<file path="src/rtl/calculator_seq.sv">
// rtl/calculator_seq.sv - registered calculator with handshakes and iterative restoring divider
module calculator_seq #(
    parameter int WIDTH = 8
) (
    input  logic             clk,
    input  logic             rst,
    input  logic             in_valid,
    output logic             in_ready,
    input  logic [WIDTH-1:0] input1,
    input  logic [WIDTH-1:0] input2,
    input  logic [3:0]       opcode,
    output logic             out_valid,
    input  logic             out_ready,
    output logic [WIDTH-1:0] result,
    output logic             overflow,
    output logic             div_zero
);

    localparam int CW = (WIDTH > 2) ? $clog2(WIDTH) : 1;

    typedef enum logic [1:0] {
        IDLE = 2'd0,
        DIV  = 2'd1,
        HOLD = 2'd2
    } state_t;

    state_t state, state_next;

    logic [WIDTH-1:0]   divisor;
    logic [WIDTH-1:0]   quo;
    logic [WIDTH-1:0]   rem;
    logic [CW-1:0]      cnt;
    logic               op_mod;

    logic               accept;
    logic               start_div;
    logic               last_iter;

    logic [WIDTH:0]     sum;
    logic [2*WIDTH-1:0] prod;
    logic [WIDTH-1:0]   alu_result;
    logic               alu_ovf;
    logic               alu_dz;

    logic [WIDTH:0]     rem_sh;
    logic [WIDTH:0]     trial;
    logic [WIDTH-1:0]   quo_step;
    logic [WIDTH-1:0]   rem_step;

    assign accept    = (state == IDLE) && in_valid && !rst;
    assign start_div = ((opcode == 4'd4) || (opcode == 4'd5)) && (input2 != '0);
    assign last_iter = (cnt == CW'(WIDTH - 1));

    // Single-cycle operations, evaluated directly on the inputs so the acceptance edge registers them
    always_comb begin
        sum        = {1'b0, input1} + {1'b0, input2};
        prod       = {{WIDTH{1'b0}}, input1} * {{WIDTH{1'b0}}, input2};
        alu_result = '0;
        alu_ovf    = 1'b0;
        alu_dz     = 1'b0;
        case (opcode)
            4'd0, 4'd1: begin
                alu_result = sum[WIDTH-1:0];
                alu_ovf    = sum[WIDTH];
            end
            4'd2: begin
                alu_result = input1 - input2;
                alu_ovf    = (input1 < input2);
            end
            4'd3: begin
                alu_result = prod[WIDTH-1:0];
                alu_ovf    = |prod[2*WIDTH-1:WIDTH];
            end
            4'd4: begin
                alu_result = '1;
                alu_dz     = 1'b1;
            end
            4'd5: begin
                alu_result = input1;
                alu_dz     = 1'b1;
            end
            4'd6:    alu_result = {{(WIDTH-1){1'b0}}, (input1 != '0) && (input2 != '0)};
            4'd7:    alu_result = {{(WIDTH-1){1'b0}}, (input1 != '0) || (input2 != '0)};
            4'd8:    alu_result = ~input1;
            4'd9:    alu_result = {{(WIDTH-1){1'b0}}, input1 < input2};
            4'd10:   alu_result = {{(WIDTH-1){1'b0}}, input1 == input2};
            4'd11:   alu_result = {{(WIDTH-1){1'b0}}, input1 > input2};
            default: alu_result = '0;
        endcase
    end

    // One restoring-division step: shift in the next dividend bit, subtract if it fits
    always_comb begin
        rem_sh   = {rem, quo[WIDTH-1]};
        trial    = rem_sh - {1'b0, divisor};
        quo_step = {quo[WIDTH-2:0], ~trial[WIDTH]};
        rem_step = trial[WIDTH] ? rem_sh[WIDTH-1:0] : trial[WIDTH-1:0];
    end

    // State register
    always_ff @(posedge clk) begin
        if (rst) begin
            state <= IDLE;
        end else begin
            state <= state_next;
        end
    end

    // Next-state and handshake outputs; in_ready is masked during reset
    always_comb begin
        state_next = state;
        in_ready   = 1'b0;
        out_valid  = 1'b0;
        case (state)
            IDLE: begin
                in_ready = !rst;
                if (in_valid) begin
                    state_next = start_div ? DIV : HOLD;
                end
            end
            DIV: begin
                if (last_iter) begin
                    state_next = HOLD;
                end
            end
            HOLD: begin
                out_valid = 1'b1;
                if (out_ready) begin
                    state_next = IDLE;
                end
            end
            default: state_next = IDLE;
        endcase
    end

    // Operand capture, divider iteration and result registers (written only on entry to HOLD)
    always_ff @(posedge clk) begin
        if (rst) begin
            result   <= '0;
            overflow <= 1'b0;
            div_zero <= 1'b0;
            divisor  <= '0;
            quo      <= '0;
            rem      <= '0;
            cnt      <= '0;
            op_mod   <= 1'b0;
        end else begin
            case (state)
                IDLE: begin
                    if (accept) begin
                        divisor <= input2;
                        quo     <= input1;
                        rem     <= '0;
                        cnt     <= '0;
                        op_mod  <= (opcode == 4'd5);
                        if (!start_div) begin
                            result   <= alu_result;
                            overflow <= alu_ovf;
                            div_zero <= alu_dz;
                        end
                    end
                end
                DIV: begin
                    quo <= quo_step;
                    rem <= rem_step;
                    cnt <= cnt + 1'b1;
                    if (last_iter) begin
                        result   <= op_mod ? rem_step : quo_step;
                        overflow <= 1'b0;
                        div_zero <= 1'b0;
                    end
                end
                default: begin
                end
            endcase
        end
    end

endmodule

</file>
<file path="config.mk">
export PLATFORM = sky130hd
export DESIGN_NAME = calculator_seq
export DESIGN_NICKNAME = d
export VERILOG_FILES = /design/src/rtl/calculator_seq.sv
export SDC_FILE = /design/constraint.sdc
export NUM_CORES = 1
export LEC_CHECK = 0
export BUFFER_PORTS_ARGS = -buffer_cell sky130_fd_sc_hd__buf_4
export CAP_MARGIN = 5
export CELL_PAD_IN_SITES_DETAIL_PLACEMENT = 0
export CELL_PAD_IN_SITES_GLOBAL_PLACEMENT = 1
export CORE_UTILIZATION = 30
export CTS_CLUSTER_DIAMETER = 200
export DETAILED_ROUTE_END_ITERATION = 6
export PLACE_DENSITY = 0.71
export SETUP_SLACK_MARGIN = 0.05
export SYNTH_ARGS = -nofsm -noshare
export SYNTH_HDL_FRONTEND = slang
export SYNTH_SLANG_ARGS = --single-unit
export TNS_END_PERCENT = 20
</file>
<file path="constraint.sdc">
create_clock -name clk -period 5.15 [get_ports clk]
set_input_delay 0.515 -clock clk [delete_from_list [all_inputs] [get_ports clk]]
set_output_delay 0.515 -clock clk [all_outputs]
set_load 0.005 [all_outputs]
</file>
==> out/results.env, run 1 <==
CP.REQUIRED_NS=5.31
CRITICAL_PATH_PEAK_FANOUT=13
PLACEMENT_ROWS=49
SYN_AREA_PER_CELL_SQ_UM=7.771
SETUP.WORST_PATH.CLASS='primary input to register'
CORE_SQ_MM=0.01809
PLACE_HPWL_UM=12460
GRT_START_MAX_NET_PINS=45
POWER_PER_CELL_AREA_mW_PER_MM2=269.6
DESIGN.PORTCOUNT=36
MAX_SLEW_MARGIN=0.4316
CTS_SETUP_BUFFERS=0
ACTUAL_TRANSITION_AT_THE_WORST_MAX_TRANSITION_PIN_NS=0.8526
FIN_SETUP_TNS_NS=0
YS_ASYNC_SR_FRACTION=0
FMAX_MHz=212.4
FINAL_HOLD_VIOL_COUNT=0
CTS_MAX_PATH_BUFFERS=2
WORST-R2R-CELL-COUNT=11
POWER.TOTAL_uW=1663
TIMING.MAX_CAP.VIOLATIONS=0
WORST_SKEW_PAIR.LATE_LATENCY_NS=0.29
CTS-BUFFERS-INSERTED=5
POST_SYNTHESIS_NET_COUNT=840
OUTCOME='complete, but fails checks'
MULTIINPUTGATEAREA_SQ_MM=0.004275
CLOCK_TREE_FROM_TRITONCTS='yes'
FINALCRITICALPERIOD_NS=4.709
SYNTH_ENABLE_FLOP_CELLS=0
WORSTHOLDPATHTYPE='register to register'
PORT-BUFFER-COUNT=35
DETAILEDROUTE.FIRSTPASSITERATIONCOUNT=7
SYNTHESIS.AREA_SQ_MM=0.005557
RSZ0062_AT_GRT='false'
SLEW_VIOL_FINAL=0
POWER.IR.VDD_WORST_mV=0.1385
AVGROUTEDWIREPERCELL_UM=16.97
ANTENNA_FOUND_INITIAL=0
DETAIL_ROUTE.VIAS_PER_CELL=5.270
FIN_WORST_HOLD_SLACK_NS=0.4735
GLOBAL_ROUTE_USAGE_OVER_ALL_LAYERS=0.1749
SYN_TO_FINAL_GROWTH_PCT=11.01
FIRST_GLOBAL_VIAS=4881
DIE_AREA_SQ_MM=0.01907
HOLD_BUFFERS=0
SYNTH_CELLS=715
SYNTH_SEQUENTIAL_AREA_RATIO=0.1441
POSTSYNTHREGISTERBITS=40
POST_CTS_RESIZE_COUNT=0
TYPE_OF_DESTINATION_OF_THE_CRITICAL_PATH='register'
DRC_ERRORS=8
FILLERS=1912
YS.FLOP_TYPE='dfxtp_1'
ANTENNA-DIODE-COUNT=0
FAILED_CHECKS='DRC'
SYNTH.DISTINCT_CELLS=66
YOSYS_WARNINGS=0
DRT.ANTENNA.VIOLATING_NETS=0
CP-START-KIND='primary input'
REGISTER_AREA_SQ_UM=800.8
INITIAL_UTILIZATION=0.3072
CHIPHEIGHT_UM=138.1
CLKTRANSATPATHREGS_NS=0.07
DETAILEDROUTE.FIRSTITERATIONVIOLATIONS=393
WIRE_LENGTH_OF_THE_FIRST_GLOBAL_ROUTING_PASS_UM=26710
WORST_CLOCK_SKEW_NS=0.01234
VIAS=5038
DIE_X_UM=138.1
ROUTABILITYCONGESTION=0.8208
POWER.LEAKAGE_uW=0.002745
LAYOUT-DRIVE-GT1-SHARE=0.1018
NUMBER_OF_CLOCK_SINKS=40
CRIT_ARRIVAL_NS=4.87
FINAL_NETS=851
TIMING.FINAL.CRIT_SHARE=0.9143
CTS.HTREE.LEVELS=2
CTSROOTBUFFERMASTER='clkbuf_16'
HOLD_DEPTH=2
WL_UM=16230
SETUP_VIOL=0
GLOBAL_ROUTE.OVERFLOW_TOTAL=0
==> sequential cells by signal (all words and copies together) (netlist names) <==
signal and cells:
cnt 3, div_zero 1, divisor 8, op_mod 1, overflow 1, quo 8, rem 8, result 8
state 2
==> per-layer routing <==
layer  track usage  share of wire
met3       0.02806          0.046
met4       0.04554          0.020
met1        0.2391           0.47
met2        0.2863           0.47
met5             0              0
==> power by group <==
part	internal, uW	switching [uW]	leakage, uW
logic	405	585	0.00234
clock network	194	141	0.0000772
registers	326	12.0	0.000326
total	925	739	0.00274
==> layout by cell type, fill, tap and decap left out, types with 6 or more instances in the layout <==
master / n
inv_1: 83
nand2_1: 71
nor2_1: 63
ha_1: 62
buf_4: 45
dfxtp_1: 40
a21oi_1: 39
fa_1: 39
and2_1: 30
nand3_1: 22
o21ai_0: 19
o31ai_1: 13
o21a_1: 11
a21o_1: 10
nor3_1: 9
o22ai_1: 9
xnor2_1: 9
xor2_1: 9
a211oi_1: 8
a311oi_1: 8
nor2b_1: 7
nand2b_1: 7
or3_1: 7
a221oi_1: 7
mux2i_1: 6
a211o_1: 6
and3_1: 6
==> worst max-delay path, cell delays in order <==
cell and delay, ns:
buf_4 0.17, and2_1 0.19, fa_1 0.54, inv_1 0.05, fa_1 0.47, inv_1 0.05
fa_1 0.52, inv_1 0.05, fa_1 0.52, inv_1 0.04, ha_1 0.21, or2_2 0.34
a221oi_1 0.24, nor2_1 0.11, or3_1 0.33, a2111oi_2 0.37, a32oi_1 0.15
==> cell usage after synthesis (5+ instances only) <==
cell	instances	area share
a211o_1	6	0.0095
a211oi_1	8	0.011
a21o_1	10	0.014
a21oi_1	39	0.035
a221oi_1	7	0.011
a311oi_1	9	0.014
a31oi_1	5	0.0056
and2_1	30	0.034
and3_1	6	0.0068
clkbuf_1	35	0.024
dfxtp_1	40	0.14
fa_1	39	0.14
ha_1	62	0.14
inv_1	83	0.056
mux2i_1	6	0.011
nand2_1	71	0.048
nand2b_1	7	0.0079
nand3_1	22	0.020
nor2_1	63	0.043
nor2b_1	7	0.0079
nor3_1	9	0.0081
nor4_1	5	0.0056
o21a_1	11	0.015
o21ai_0	19	0.017
o21bai_1	5	0.0068
o22ai_1	9	0.010
o31ai_1	13	0.018
or3_1	7	0.0079
xnor2_1	9	0.014
xor2_1	9	0.014
==> cell type report <==
type	instances	share of cell area
Timing Repair Buffer	45	0.05477
Clock buffer	6	0.02252
Sequential cell	40	0.1298
Multi-Input combinational cell	550	0.6931
Tap cell	229	0.04645
Inverter	84	0.05112
Clock inverter	2	0.002231
==> kinds of logic (layout without fill, tap and decap cells) <==
kind of cell | count (synthesis) | count (layout) | share of synthesized area
adders and majority gates | 102 | 102 | 0.2819
and+or+nand+nor | 244 | 244 | 0.2155
muxes | 8 | 8 | 0.01486
xor gates and xnor gates | 19 | 19 | 0.03130
DFF | 40 | 40 | 0.1441
buffers and inverters | 125 | 137 | 0.08759
AOI/OAI and AO/OA | 177 | 177 | 0.2247
==> worst paths after layout <==
path / slack (ns) / start / to
worst max-delay path: 0.44 / input1[3] / overflow
worst min-delay path: 0.47 / cnt[1] / cnt[1]
worst min register to register: 0.47 / cnt[1] / cnt[1]
worst max register to register: 2.12 / quo[7] / result[1]
==> per-stage QoR <==
stage,instance area (sq um),setup slack (ns),utilization,instances
4_1_cts,6168,0.4373,0.3411,956
3_3_place_gp,6016,0.1529,0.3326,948
3_5_place_dp,6016,0.1287,0.3326,948
5_1_grt,6168,0.2271,0.3411,956
2_1_floorplan,5557,0.2841,-,715
6_report,6168,0.4412,0.3411,956
No activity file was read; power rests on OpenSTA's default activity.
==> inputs of run 2 (changes only) <==
--- a/config.mk
+++ b/config.mk
@@ -12,6 +12,7 @@
 export CORE_UTILIZATION = 30
 export CTS_CLUSTER_DIAMETER = 200
 export DETAILED_ROUTE_END_ITERATION = 6
+export GPL_TIMING_DRIVEN = 0
 export PLACE_DENSITY = 0.71
 export SETUP_SLACK_MARGIN = 0.05
 export SYNTH_ARGS = -nofsm -noshare
==> run 2 against run 1 <==
Net effect: the flow still finishes with violations (DRC); critical path depth grew 1; cell count rose by 1.9%; sequential power about the same; power decreased by 1.2%; first-iteration DRC count down 23%; combinational power barely moved; largest cell class unchanged; highest routed layer unchanged.
==> out/results.env, run 2 (synthesis gave the netlist of run 1 again) <==
ANTENNA_FOUND_INITIAL=0  # unchanged
DESIGN.PORTCOUNT=36  # unchanged
PWR-SHARE-SEQ=0.205  # was 0.203
FAILED_CHECKS='DRC'  # unchanged
WORSTHOLDPATHTYPE='register to register'  # unchanged
MAX_SLEW_MARGIN=0.4485  # was 0.4316
POWER.SHARE.CLOCK=0.184  # was 0.202
AVGROUTEDWIREPERCELL_UM=17.55  # was 16.97 um
CP-START-KIND='primary input'  # unchanged
SYN_TO_FINAL_GROWTH_PCT=11.55  # was 11.01%
CRIT_ARRIVAL_NS=5.00  # was 4.87 ns
GLOBAL_ROUTE_USAGE_OVER_ALL_LAYERS=0.1890  # was 0.1749
WORST_CLOCK_SKEW_NS=0.002840  # was 0.01234 ns
RSZ0062_AT_GRT='false'  # unchanged
CTS.HTREE.LEVELS=2  # unchanged
MULTIINPUTGATEAREA_SQ_MM=0.004272  # was 0.004275 sq mm
NUMBER_OF_CLOCK_SINKS=40  # unchanged
POWER.LEAKAGE_uW=0.002729  # was 0.002745 uW
SLEW_VIOL_FINAL=0  # unchanged
DRT.ANTENNA.VIOLATING_NETS=0  # unchanged
WL_UM=17100  # was 16230 um
GLOBAL_ROUTE.OVERFLOW_TOTAL=0  # unchanged
CLKTRANSATPATHREGS_NS=0.06  # was 0.07 ns
DRC_ERRORS=7  # was 8
PLACEMENT_ROWS=49  # unchanged
DIE_AREA_SQ_MM=0.01907  # unchanged
GRT_START_MAX_NET_PINS=16  # was 45
DETAILEDROUTE.FIRSTITERATIONVIOLATIONS=303  # was 393
ROUTABILITYCONGESTION=0.8526  # was 0.8208
CTS-BUFFERS-INSERTED=5  # unchanged
TIMING.FINAL.CRIT_SHARE=0.9428  # was 0.9143
WORST_SKEW_PAIR.LATE_LATENCY_NS=0.28  # was 0.29 ns
POWER_PER_CELL_AREA_mW_PER_MM2=265.0  # was 269.6 mW/mm^2
POWER.TOTAL_uW=1643  # was 1663 uW
CP.REQUIRED_NS=5.30  # was 5.31 ns
FINAL_NETS=870  # was 851
CHIPHEIGHT_UM=138.1  # unchanged
FINAL_HOLD_VIOL_COUNT=0  # unchanged
CLOCK_TREE_FROM_TRITONCTS='yes'  # unchanged
ACTUAL_TRANSITION_AT_THE_WORST_MAX_TRANSITION_PIN_NS=0.8210  # was 0.8526 ns
FIN_SETUP_TNS_NS=0  # unchanged
VIAS=5145  # was 5038
FILLERS=1935  # was 1912
POWER.COMBINATIONAL.FRACTION=0.611  # was 0.595
FMAX_MHz=205.9  # was 212.4 MHz
CORE_SQ_MM=0.01809  # unchanged
DETAILEDROUTE.FIRSTPASSITERATIONCOUNT=7  # unchanged
OUTCOME='complete, but fails checks'  # unchanged
TIMING.MAX_CAP.VIOLATIONS=0  # unchanged
ANTENNA-DIODE-COUNT=0  # unchanged
REGISTER_AREA_SQ_UM=800.8  # unchanged
WIRE_LENGTH_OF_THE_FIRST_GLOBAL_ROUTING_PASS_UM=28600  # was 26710 um
POWER_SWITCHING_uW=731.1  # was 738.6 uW
INITIAL_UTILIZATION=0.3072  # unchanged
POWER.IR.VDD_WORST_mV=0.1479  # was 0.1385 mV
SETUP.WORST_PATH.CLASS='primary input to register'  # unchanged
P_INT_uW=911.4  # was 924.5 uW
FINALCRITICALPERIOD_NS=4.856  # was 4.709 ns
SW_FRAC_OF_TOTAL=0.4451  # was 0.4441
LAYOUT-DRIVE-GT1-SHARE=0.08993  # was 0.1018
CRITICAL_PATH_PEAK_FANOUT=9  # was 13
FINAL_COMMON_CELL='inv_1'  # unchanged
TYPE_OF_DESTINATION_OF_THE_CRITICAL_PATH='register'  # unchanged
PORT-BUFFER-COUNT=34  # was 35
CTS_MAX_PATH_BUFFERS=2  # unchanged
LAYOUT.CELLS.MOST_COMMON_LIST='83 x inv_1, 71 x nand2_1, 63 x nor2_1'  # unchanged
FIRST_GLOBAL_VIAS=5285  # was 4881
CTSROOTBUFFERMASTER='clkbuf_16'  # unchanged
SETUP_VIOL=0  # unchanged
DETAIL_ROUTE.VIAS_PER_CELL=5.282  # was 5.270
PLACE_HPWL_UM=13850  # was 12460 um
DIE_X_UM=138.1  # unchanged
==> run 2: cell count changes in the layout (fill, tap and decap cells not counted), sizes merged <==
cell,change
clkinvlp,+1
clkbuf,+22
inv,-1
buf,-4
==> run 2: repair_timing <==
item                                    CTS  global route
setup buffers                             0             0
resized for setup                         0             4
endpoints found under the setup margin    1             1
hold buffers                              0             0
==> run 2: final timing paths <==
| check | end | cells past startpoint | start | slack [ns] |
|---|---|---|---|---|
| worst max-delay path | overflow | 18 | input2[3] | 0.29 |
| worst max register to register | result[5] | 12 | quo[7] | 2.20 |
| worst min register to register | cnt[1] | 2 | cnt[1] | 0.47 |
| worst min-delay path | cnt[1] | 2 | cnt[1] | 0.47 |
==> run 2: final cells by class <==
class                      instances  area share
buffer                            30     0.02120
clock buffer                       5     0.02019
clock inverter                     2    0.002019
inverter                          84     0.05087
multi-input combinational        550      0.6891
sequential                        40      0.1292
tap                              229     0.04623
timing repair buffer              34     0.04118
==> run 2: critical path, cell delays in order <==
cell and delay, ns:
buf_4 0.12, buf_2 0.19, and2_1 0.18, fa_1 0.49
inv_1 0.05, fa_1 0.48, inv_1 0.05, fa_1 0.53
inv_1 0.05, fa_1 0.54, inv_1 0.05, ha_2 0.33
and3_1 0.20, a221oi_1 0.27, nor2_1 0.11, or3_1 0.33
a2111oi_2 0.36, a32oi_1 0.15
==> run 2: per-stage QoR <==
stage | setup slack, ns | std cells | hold slack (ns) | area, sq um | utilization
finish | 0.2943 | 974 | 0.4712 | 6198 | 0.3427
floorplan | 0.2841 | 715 | 0.4516 | 5557 | -
global placement | -0.4026 | 978 | 0.4633 | 6098 | 0.3372
global route | 0.05963 | 974 | 0.5127 | 6198 | 0.3427
detailed placement | -0.4327 | 978 | 0.4653 | 6098 | 0.3372
CTS | 0.06820 | 977 | 0.4741 | 6206 | 0.3431
==> run 2: routing by layer <==
metal	GRT usage	share of wire	up-vias
met5	0	0	-
met4	0.03371	0.012	0
met3	0.02148	0.035	16
met2	0.3195	0.46	110
met1	0.2613	0.49	2482
li1	-	-	2537
==> run 2: power groups by stage <==
stage,Sequential (uW),Clock [uW],Combinational [uW]
after global routing,339,322,1140
after CTS,337,308,1000
after detailed placement,344,0,996
final,337,303,1000
after floorplan,340,0,736
after global placement,344,0,999
